## src/rtl/id_ex_pipe_reg_if.sv

```systemverilog
// ID/EX pipeline register bus: ID-side control/operands in, EX-side registered copies out.
// The master drives stall/flush/id_*, and the slave (the pipeline register) drives ex_*.
interface id_ex_pipe_reg_if #(
  parameter int DATA_W = 32,
  parameter int REG_W  = 5
);
  logic                     stall;
  logic                     flush;
  logic                     id_valid;
  logic [1:0]               id_alu_type;
  logic [5:0]               id_func;
  logic                     id_reg_write;
  logic                     id_mem_read;
  logic                     id_mem_write;
  logic                     id_mem_to_reg;
  logic                     id_alu_src;
  logic                     id_reg_dst;
  logic signed [DATA_W-1:0] id_rs_data;
  logic signed [DATA_W-1:0] id_rt_data;
  logic signed [DATA_W-1:0] id_imm;
  logic [REG_W-1:0]         id_rs;
  logic [REG_W-1:0]         id_rt;
  logic [REG_W-1:0]         id_rd;

  logic                     ex_valid;
  logic [1:0]               ex_alu_type;
  logic [5:0]               ex_func;
  logic                     ex_reg_write;
  logic                     ex_mem_read;
  logic                     ex_mem_write;
  logic                     ex_mem_to_reg;
  logic                     ex_alu_src;
  logic                     ex_reg_dst;
  logic signed [DATA_W-1:0] ex_rs_data;
  logic signed [DATA_W-1:0] ex_rt_data;
  logic signed [DATA_W-1:0] ex_imm;
  logic [REG_W-1:0]         ex_rs;
  logic [REG_W-1:0]         ex_rt;
  logic [REG_W-1:0]         ex_rd;
  logic [REG_W-1:0]         ex_dest;

  modport master (
    output stall, flush, id_valid, id_alu_type, id_func, id_reg_write, id_mem_read,
           id_mem_write, id_mem_to_reg, id_alu_src, id_reg_dst, id_rs_data, id_rt_data,
           id_imm, id_rs, id_rt, id_rd,
    input  ex_valid, ex_alu_type, ex_func, ex_reg_write, ex_mem_read, ex_mem_write,
           ex_mem_to_reg, ex_alu_src, ex_reg_dst, ex_rs_data, ex_rt_data, ex_imm,
           ex_rs, ex_rt, ex_rd, ex_dest
  );

  modport slave (
    input  stall, flush, id_valid, id_alu_type, id_func, id_reg_write, id_mem_read,
           id_mem_write, id_mem_to_reg, id_alu_src, id_reg_dst, id_rs_data, id_rt_data,
           id_imm, id_rs, id_rt, id_rd,
    output ex_valid, ex_alu_type, ex_func, ex_reg_write, ex_mem_read, ex_mem_write,
           ex_mem_to_reg, ex_alu_src, ex_reg_dst, ex_rs_data, ex_rt_data, ex_imm,
           ex_rs, ex_rt, ex_rd, ex_dest
  );
endinterface

```

## src/rtl/id_ex_pipe_reg.sv

```systemverilog
// ID/EX pipeline register of the 5-stage MIPS pipeline with stall hold and bubble insertion.
// Optional macro ID_EX_PERF_CNT_EN adds saturating stall_cnt / flush_cnt outputs.
module id_ex_pipe_reg #(
  parameter int DATA_W = 32,
  parameter int REG_W  = 5
) (
  input  logic             clk,
  input  logic             rst,
  id_ex_pipe_reg_if.slave  bus
`ifdef ID_EX_PERF_CNT_EN
  ,
  output logic [15:0]      stall_cnt,
  output logic [15:0]      flush_cnt
`endif
);

`ifdef ID_EX_PERF_CNT_EN
  function automatic logic [15:0] sat_inc(input logic [15:0] v);
    return (v == 16'hFFFF) ? v : v + 16'd1;
  endfunction
`endif

  logic                     vld_p1;
  logic [1:0]               alu_type_p1;
  logic [5:0]               func_p1;
  logic                     reg_write_p1;
  logic                     mem_read_p1;
  logic                     mem_write_p1;
  logic                     mem_to_reg_p1;
  logic                     alu_src_p1;
  logic                     reg_dst_p1;
  logic signed [DATA_W-1:0] rs_data_p1;
  logic signed [DATA_W-1:0] rt_data_p1;
  logic signed [DATA_W-1:0] imm_p1;
  logic [REG_W-1:0]         rs_p1;
  logic [REG_W-1:0]         rt_p1;
  logic [REG_W-1:0]         rd_p1;
  logic [REG_W-1:0]         dest_p1;

  // A bubble clears every field so nothing downstream can commit; stall only holds.
  logic clr_p0;
  logic ld_p0;
  assign clr_p0 = rst | bus.flush | (~bus.stall & ~bus.id_valid);
  assign ld_p0  = ~bus.stall;

  // ID -> EX stage boundary
  always_ff @(posedge clk) begin
    if (clr_p0) begin
      vld_p1        <= 1'b0;
      alu_type_p1   <= 2'b00;
      func_p1       <= 6'd0;
      reg_write_p1  <= 1'b0;
      mem_read_p1   <= 1'b0;
      mem_write_p1  <= 1'b0;
      mem_to_reg_p1 <= 1'b0;
      alu_src_p1    <= 1'b0;
      reg_dst_p1    <= 1'b0;
      rs_data_p1    <= '0;
      rt_data_p1    <= '0;
      imm_p1        <= '0;
      rs_p1         <= '0;
      rt_p1         <= '0;
      rd_p1         <= '0;
      dest_p1       <= '0;
    end else if (ld_p0) begin
      vld_p1        <= 1'b1;
      alu_type_p1   <= bus.id_alu_type;
      func_p1       <= bus.id_func;
      reg_write_p1  <= bus.id_reg_write;
      mem_read_p1   <= bus.id_mem_read;
      mem_write_p1  <= bus.id_mem_write;
      mem_to_reg_p1 <= bus.id_mem_to_reg;
      alu_src_p1    <= bus.id_alu_src;
      reg_dst_p1    <= bus.id_reg_dst;
      rs_data_p1    <= bus.id_rs_data;
      rt_data_p1    <= bus.id_rt_data;
      imm_p1        <= bus.id_imm;
      rs_p1         <= bus.id_rs;
      rt_p1         <= bus.id_rt;
      rd_p1         <= bus.id_rd;
      dest_p1       <= bus.id_reg_dst ? bus.id_rd : bus.id_rt;
    end
  end

  assign bus.ex_valid      = vld_p1;
  assign bus.ex_alu_type   = alu_type_p1;
  assign bus.ex_func       = func_p1;
  assign bus.ex_reg_write  = reg_write_p1;
  assign bus.ex_mem_read   = mem_read_p1;
  assign bus.ex_mem_write  = mem_write_p1;
  assign bus.ex_mem_to_reg = mem_to_reg_p1;
  assign bus.ex_alu_src    = alu_src_p1;
  assign bus.ex_reg_dst    = reg_dst_p1;
  assign bus.ex_rs_data    = rs_data_p1;
  assign bus.ex_rt_data    = rt_data_p1;
  assign bus.ex_imm        = imm_p1;
  assign bus.ex_rs         = rs_p1;
  assign bus.ex_rt         = rt_p1;
  assign bus.ex_rd         = rd_p1;
  assign bus.ex_dest       = dest_p1;

`ifdef ID_EX_PERF_CNT_EN
  // A stall overridden by a flush is not counted as a stall.
  always_ff @(posedge clk) begin
    if (rst) begin
      stall_cnt <= 16'd0;
      flush_cnt <= 16'd0;
    end else begin
      if (bus.stall && !bus.flush) stall_cnt <= sat_inc(stall_cnt);
      if (bus.flush)               flush_cnt <= sat_inc(flush_cnt);
    end
  end
`endif

endmodule

```

## src/flat_wrapper.sv

```systemverilog
// flat-port wrapper written by rule: the top's interface ports become plain ports
module id_ex_pipe_reg_flat 
#(
  parameter int DATA_W = 32,
  parameter int REG_W  = 5
)
  (clk, rst, bus_stall, bus_flush, bus_id_valid, bus_id_alu_type, bus_id_func, bus_id_reg_write, bus_id_mem_read, bus_id_mem_write, bus_id_mem_to_reg, bus_id_alu_src, bus_id_reg_dst, bus_id_rs_data, bus_id_rt_data, bus_id_imm, bus_id_rs, bus_id_rt, bus_id_rd, bus_ex_valid, bus_ex_alu_type, bus_ex_func, bus_ex_reg_write, bus_ex_mem_read, bus_ex_mem_write, bus_ex_mem_to_reg, bus_ex_alu_src, bus_ex_reg_dst, bus_ex_rs_data, bus_ex_rt_data, bus_ex_imm, bus_ex_rs, bus_ex_rt, bus_ex_rd, bus_ex_dest);
  id_ex_pipe_reg_if #(.DATA_W(DATA_W), .REG_W(REG_W)) bus_i ();
  input  logic clk;
  input  logic rst;
  input wire logic [$bits(bus_i.stall)-1:0] bus_stall;
  input wire logic [$bits(bus_i.flush)-1:0] bus_flush;
  input wire logic [$bits(bus_i.id_valid)-1:0] bus_id_valid;
  input wire logic [$bits(bus_i.id_alu_type)-1:0] bus_id_alu_type;
  input wire logic [$bits(bus_i.id_func)-1:0] bus_id_func;
  input wire logic [$bits(bus_i.id_reg_write)-1:0] bus_id_reg_write;
  input wire logic [$bits(bus_i.id_mem_read)-1:0] bus_id_mem_read;
  input wire logic [$bits(bus_i.id_mem_write)-1:0] bus_id_mem_write;
  input wire logic [$bits(bus_i.id_mem_to_reg)-1:0] bus_id_mem_to_reg;
  input wire logic [$bits(bus_i.id_alu_src)-1:0] bus_id_alu_src;
  input wire logic [$bits(bus_i.id_reg_dst)-1:0] bus_id_reg_dst;
  input wire logic [$bits(bus_i.id_rs_data)-1:0] bus_id_rs_data;
  input wire logic [$bits(bus_i.id_rt_data)-1:0] bus_id_rt_data;
  input wire logic [$bits(bus_i.id_imm)-1:0] bus_id_imm;
  input wire logic [$bits(bus_i.id_rs)-1:0] bus_id_rs;
  input wire logic [$bits(bus_i.id_rt)-1:0] bus_id_rt;
  input wire logic [$bits(bus_i.id_rd)-1:0] bus_id_rd;
  output wire logic [$bits(bus_i.ex_valid)-1:0] bus_ex_valid;
  output wire logic [$bits(bus_i.ex_alu_type)-1:0] bus_ex_alu_type;
  output wire logic [$bits(bus_i.ex_func)-1:0] bus_ex_func;
  output wire logic [$bits(bus_i.ex_reg_write)-1:0] bus_ex_reg_write;
  output wire logic [$bits(bus_i.ex_mem_read)-1:0] bus_ex_mem_read;
  output wire logic [$bits(bus_i.ex_mem_write)-1:0] bus_ex_mem_write;
  output wire logic [$bits(bus_i.ex_mem_to_reg)-1:0] bus_ex_mem_to_reg;
  output wire logic [$bits(bus_i.ex_alu_src)-1:0] bus_ex_alu_src;
  output wire logic [$bits(bus_i.ex_reg_dst)-1:0] bus_ex_reg_dst;
  output wire logic [$bits(bus_i.ex_rs_data)-1:0] bus_ex_rs_data;
  output wire logic [$bits(bus_i.ex_rt_data)-1:0] bus_ex_rt_data;
  output wire logic [$bits(bus_i.ex_imm)-1:0] bus_ex_imm;
  output wire logic [$bits(bus_i.ex_rs)-1:0] bus_ex_rs;
  output wire logic [$bits(bus_i.ex_rt)-1:0] bus_ex_rt;
  output wire logic [$bits(bus_i.ex_rd)-1:0] bus_ex_rd;
  output wire logic [$bits(bus_i.ex_dest)-1:0] bus_ex_dest;
  assign bus_i.stall = bus_stall;
  assign bus_i.flush = bus_flush;
  assign bus_i.id_valid = bus_id_valid;
  assign bus_i.id_alu_type = bus_id_alu_type;
  assign bus_i.id_func = bus_id_func;
  assign bus_i.id_reg_write = bus_id_reg_write;
  assign bus_i.id_mem_read = bus_id_mem_read;
  assign bus_i.id_mem_write = bus_id_mem_write;
  assign bus_i.id_mem_to_reg = bus_id_mem_to_reg;
  assign bus_i.id_alu_src = bus_id_alu_src;
  assign bus_i.id_reg_dst = bus_id_reg_dst;
  assign bus_i.id_rs_data = bus_id_rs_data;
  assign bus_i.id_rt_data = bus_id_rt_data;
  assign bus_i.id_imm = bus_id_imm;
  assign bus_i.id_rs = bus_id_rs;
  assign bus_i.id_rt = bus_id_rt;
  assign bus_i.id_rd = bus_id_rd;
  assign bus_ex_valid = bus_i.ex_valid;
  assign bus_ex_alu_type = bus_i.ex_alu_type;
  assign bus_ex_func = bus_i.ex_func;
  assign bus_ex_reg_write = bus_i.ex_reg_write;
  assign bus_ex_mem_read = bus_i.ex_mem_read;
  assign bus_ex_mem_write = bus_i.ex_mem_write;
  assign bus_ex_mem_to_reg = bus_i.ex_mem_to_reg;
  assign bus_ex_alu_src = bus_i.ex_alu_src;
  assign bus_ex_reg_dst = bus_i.ex_reg_dst;
  assign bus_ex_rs_data = bus_i.ex_rs_data;
  assign bus_ex_rt_data = bus_i.ex_rt_data;
  assign bus_ex_imm = bus_i.ex_imm;
  assign bus_ex_rs = bus_i.ex_rs;
  assign bus_ex_rt = bus_i.ex_rt;
  assign bus_ex_rd = bus_i.ex_rd;
  assign bus_ex_dest = bus_i.ex_dest;
  id_ex_pipe_reg #(.DATA_W(DATA_W), .REG_W(REG_W)) u_core (.clk(clk), .rst(rst), .bus(bus_i));
endmodule
```

## config.mk

```make
export PLATFORM = sky130hd
export DESIGN_NAME = id_ex_pipe_reg_flat
export DESIGN_NICKNAME = d
export VERILOG_FILES = /design/src/rtl/id_ex_pipe_reg_if.sv /design/src/rtl/id_ex_pipe_reg.sv /design/src/flat_wrapper.sv
export SDC_FILE = /design/constraint.sdc
export NUM_CORES = 1
export LEC_CHECK = 0
export BUFFER_PORTS_ARGS = -buffer_cell sky130_fd_sc_hd__buf_2
export CORE_AREA = 5 5 111 113
export CTS_CLUSTER_DIAMETER = 40
export CTS_CLUSTER_SIZE = 28
export DETAILED_ROUTE_END_ITERATION = 8
export DIE_AREA = 0 0 116 118
export PLACE_DENSITY = 0.83
export SYNTH_ARGS = -nofsm -noshare
export SYNTH_HDL_FRONTEND = slang
export SYNTH_SLANG_ARGS = --single-unit
```

## constraint.sdc

```tcl
create_clock -name clk -period 1.4 [get_ports clk]
set_clock_uncertainty 0.2 [all_clocks]
set_input_delay 0.14 -clock clk [delete_from_list [all_inputs] [get_ports clk]]
set_output_delay 0.14 -clock clk [all_outputs]
set_load 0.02 [all_outputs]
```

# ---- Yosys cells after proc, flatten, opt, wreduce, memory -nomap -nowiden
# Cells that the tools add are included.
dict set report totals {
  ff_bits 131
  input_bits 130
  output_inout_bits 131
  elab_cells 22
}
dict set report op_classes {
  mux 1
  bitwise_logic 5
}
# cell count
set ops {}
lappend ops {{$mux W5} 1}
lappend ops {{$not A1 Y1} 2}
lappend ops {{$or A1 B1 Y1} 2}
lappend ops {{$and A1 B1 Y1} 1}

# ---- Longest topological paths before layout
dict set report depth {
  ltp_word 3
  ltp_mapped 5
}

# ---- Least setup slack after synthesis
# OpenSTA, ideal clock, no wires.
dict set report synth_timing {
  kind {input to register}
  start {input bus_id_reg_dst}
  end {register u_core.dest_p1[4] (netlist: u_core.bus.ex_dest[4])}
  setup_time_ns 0.117
  t_arrival_ns 0.848
  t_required_ns 1.083
  setup_slack_ns 0.235
  path_stages 4
  n_path_buf 1
  path_cell_list {clkbuf_1 -> mux2_2 -> mux2i_1 -> nor2_1}
}
dict set report synth_between {
  elab_chain_len 1
}
# item line_no
set synth_lines {}
lappend synth_lines {{from (decl)} flat_wrapper.sv:21} ;# input wire logic [$bits(bus_i.id_reg_dst)-1:0] bus_id_reg_dst;
lappend synth_lines {{$mux W5} id_ex_pipe_reg.sv:81} ;# dest_p1 <= bus.id_reg_dst ? bus.id_rd : bus.id_rt;
lappend synth_lines {{to (signal assigned)} id_ex_pipe_reg.sv:81}
lappend synth_lines {{to (decl)} id_ex_pipe_reg.sv:38} ;# logic [REG_W-1:0] dest_p1;
# No other way between the ends.
# A chain may end at the register's enable or synchronous reset.

# ---- Final worst setup path
dict set report layout_timing {
  start {input bus_id_reg_dst}
  end {register u_core.dest_p1[2] (netlist: u_core.bus.ex_dest[2])}
}
# The elaborated chain is that of the path after synthesis.

==> impl_metrics.ini <==
[drt]
drtAntennaViolNets = 0
viasPerCell = 4.81
drc = 0
vias = 4724
drtIter0Drc = 192
wire_per_inst_um = 17.2
totalWireLength_um = 16900
drtPass1Iterations = 4

[floorplan]
coreArea_um2 = 11200
die_w_um = 116
rows = 39
initial_core_util_pct = 42.5
die_h_um = 118
ioPinCount = 261
dieArea_um2 = 13700

[finish]
fin_util_pct = 71.6
final_common_cell = buf_2
seq_area_um2 = 2620
fill_cells = 684
mostFrequentLayoutCells = buf_2 (258), nor2_1 (131), dfxtp_1 (131), mux2i_1 (130), dlygate4sd3_1 (125)
synthToLayoutAreaGrowth_pct = 68.6
nNetsFinal = 955
multiInputGateArea_um2 = 1870
drive_above_1_share_pct = 37.9
finalInstanceArea_um2 = 8040

[global_routing]
grt_pass1_wl_um = 26000
antenna_found_initial = 2
met3_usage_pct = 7.56
overflow = 0
grt_pass1_vias = 5194
use_met2_pct = 43.7
grt_start_max_net_pins = 59
busiest_layer = met2
grt_usage_pct = 24.3
gr-usage-met1_pct = 23.2

[timing]
hold_viol_final = 0
period_minus_slack_ps = 1380
setup_viol = 0
tns_ps = 0
slew_headroom_pct = 79.2
slew_viol_final = 0
fmax_mhz = 724
min_period_over_period_pct = 98.6
rsz0062_at_grt = no
tightest_slew_ps = 313
hold_slack_ps = 30.5

[clock_tree]
cts_sinks = 131
clkSlewWorstSetupHoldPaths_ps = 60
cts_tree = built
post_cts_buffers = 0
clk_latency_ps = 410
htreeDepth = 4
root_buffer = clkbuf_16
clk_path_buf_depth = 2
numCtsBuffers = 17

[critical_path]
endpoint_kind = flop
cp_max_fo = 6
cp_top_family = buffers and inverters
critical_path_buf_inv_count = 2
crit_type = input pin to flop
rrSetupSlack_ps = 460
cpPeakStageDelay_ps = 540
crit_path_start_kind = input pin
cpMaxStageDelayCell = dlygate4sd3_1
crit_required_ps = 1490
crit_arrival_ps = 1470
crit_chain = dlygate4sd3_1 > clkbuf_4 > mux2_2 > mux2i_1 > nor2_1

[synthesis]
synth.area.top_cells = dfxtp_1 (55%), mux2i_1 (27%), nor2_1 (10%)
yosysTopAreaCell = dfxtp_1
yosys_register_bits = 131
synth_nets = 560
yosysWarnings = 0
postSynthAreaPerCell_um2 = 11.1
ys_seq_area_share_pct = 55.0
yosysTopAreaCellShare_pct = 55.0
synth_cell_types = 11
synth_area_um2 = 4770
syn_inst = 430

[placement]
place_congestion = 0.810
io_buffers = 260
dp.final_hpwl_um = 9650
dpl_cell_area_um2 = 6240

[flow_run]
drv_cap = 0

[power]
leakagePower_nw = 4.15
total_power_w = 0.00914
p_per_area_nw_per_um2 = 1140
vdd_drop_max_mv = 0.827

[outcome]
run_status = finished clean

[hold_path]
hold_class = input pin to flop
==> Yosys cell counts <==
cell,n
mux2_2,5
nor2_1,131
mux2i_1,130
buf_2,5
dfxtp_1,131
buf_4,5
inv_1,1
buf_6,19
clkbuf_1,1
o21ai_2,1
a21oi_1,1
==> per-layer routing <==
| metal | part of all wire (%) | routed length, um | vias up |
|---|---|---|---|
| li1 | - | - | 2216 |
| met1 | 34 | 5840 | 2153 |
| met2 | 52 | 8730 | 277 |
| met3 | 8.4 | 1420 | 78 |
| met4 | 5.5 | 931 | 0 |
| met5 | 0 | 0 | - |
==> worst paths after layout <==
path	from	end	cells after the start
hold reg to reg	u_core.bus.ex_valid$_SDFFE_PP0N_	u_core.bus.ex_valid$_SDFFE_PP0N_	2
setup / recovery	bus_id_reg_dst	u_core.bus.ex_dest[2]$_SDFFE_PP0N_	5
hold / removal	bus_stall	u_core.bus.ex_alu_type[0]$_SDFFE_PP0N_	4
setup reg to reg	u_core.bus.ex_func[4]$_SDFFE_PP0N_	u_core.bus.ex_func[4]$_SDFFE_PP0N_	2
==> where the power goes <==
| group | total (W) | switching [W] | internal, W |
|---|---|---|---|
| Combinational | 0.00127 | 0.000591 | 0.000683 |
| Clock | 0.00397 | 0.00155 | 0.00242 |
| Sequential | 0.00389 | 0.0000588 | 0.00384 |
==> stage by stage <==
step                      instances  setup slack, ps
final                           983             19.3
after global routing            983             17.9
after CTS                       982             33.7
after detailed placement        824              102
after global placement          824              175
after floorplan                 430              235
==> layout make-up <==
cell class	count	area share (%)
antenna	2	0.0622
inverter	1	0.0467
clock buffer	22	6.02
sequential	131	32.6
timing repair buffer	406	35.1
multi-input combinational	268	23.3
clock inverter	10	0.716
tap	143	2.22
==> cell families after synthesis <==
family | synth area share [%]
simple gates | 10.3
buf+inv | 5.95
mux | 28.5
flops | 55.0
compound gates | 0.288
==> worst reg2reg max path, delay by kind of cell (launching register included) <==
family | cells | cell delay [ps]
simple gates | 1 | 100
mux | 1 | 210
flops | 1 | 310
==> repair_timing <==
| item | CTS | global route |
|---|---|---|
| resized for setup | 0 | 1 |
| endpoints found under the hold margin | 130 | 0 |
| setup endpoints to repair | 0 | 2 |
| hold buffers | 126 | 0 |
Power figures use the tool's default switching activity.
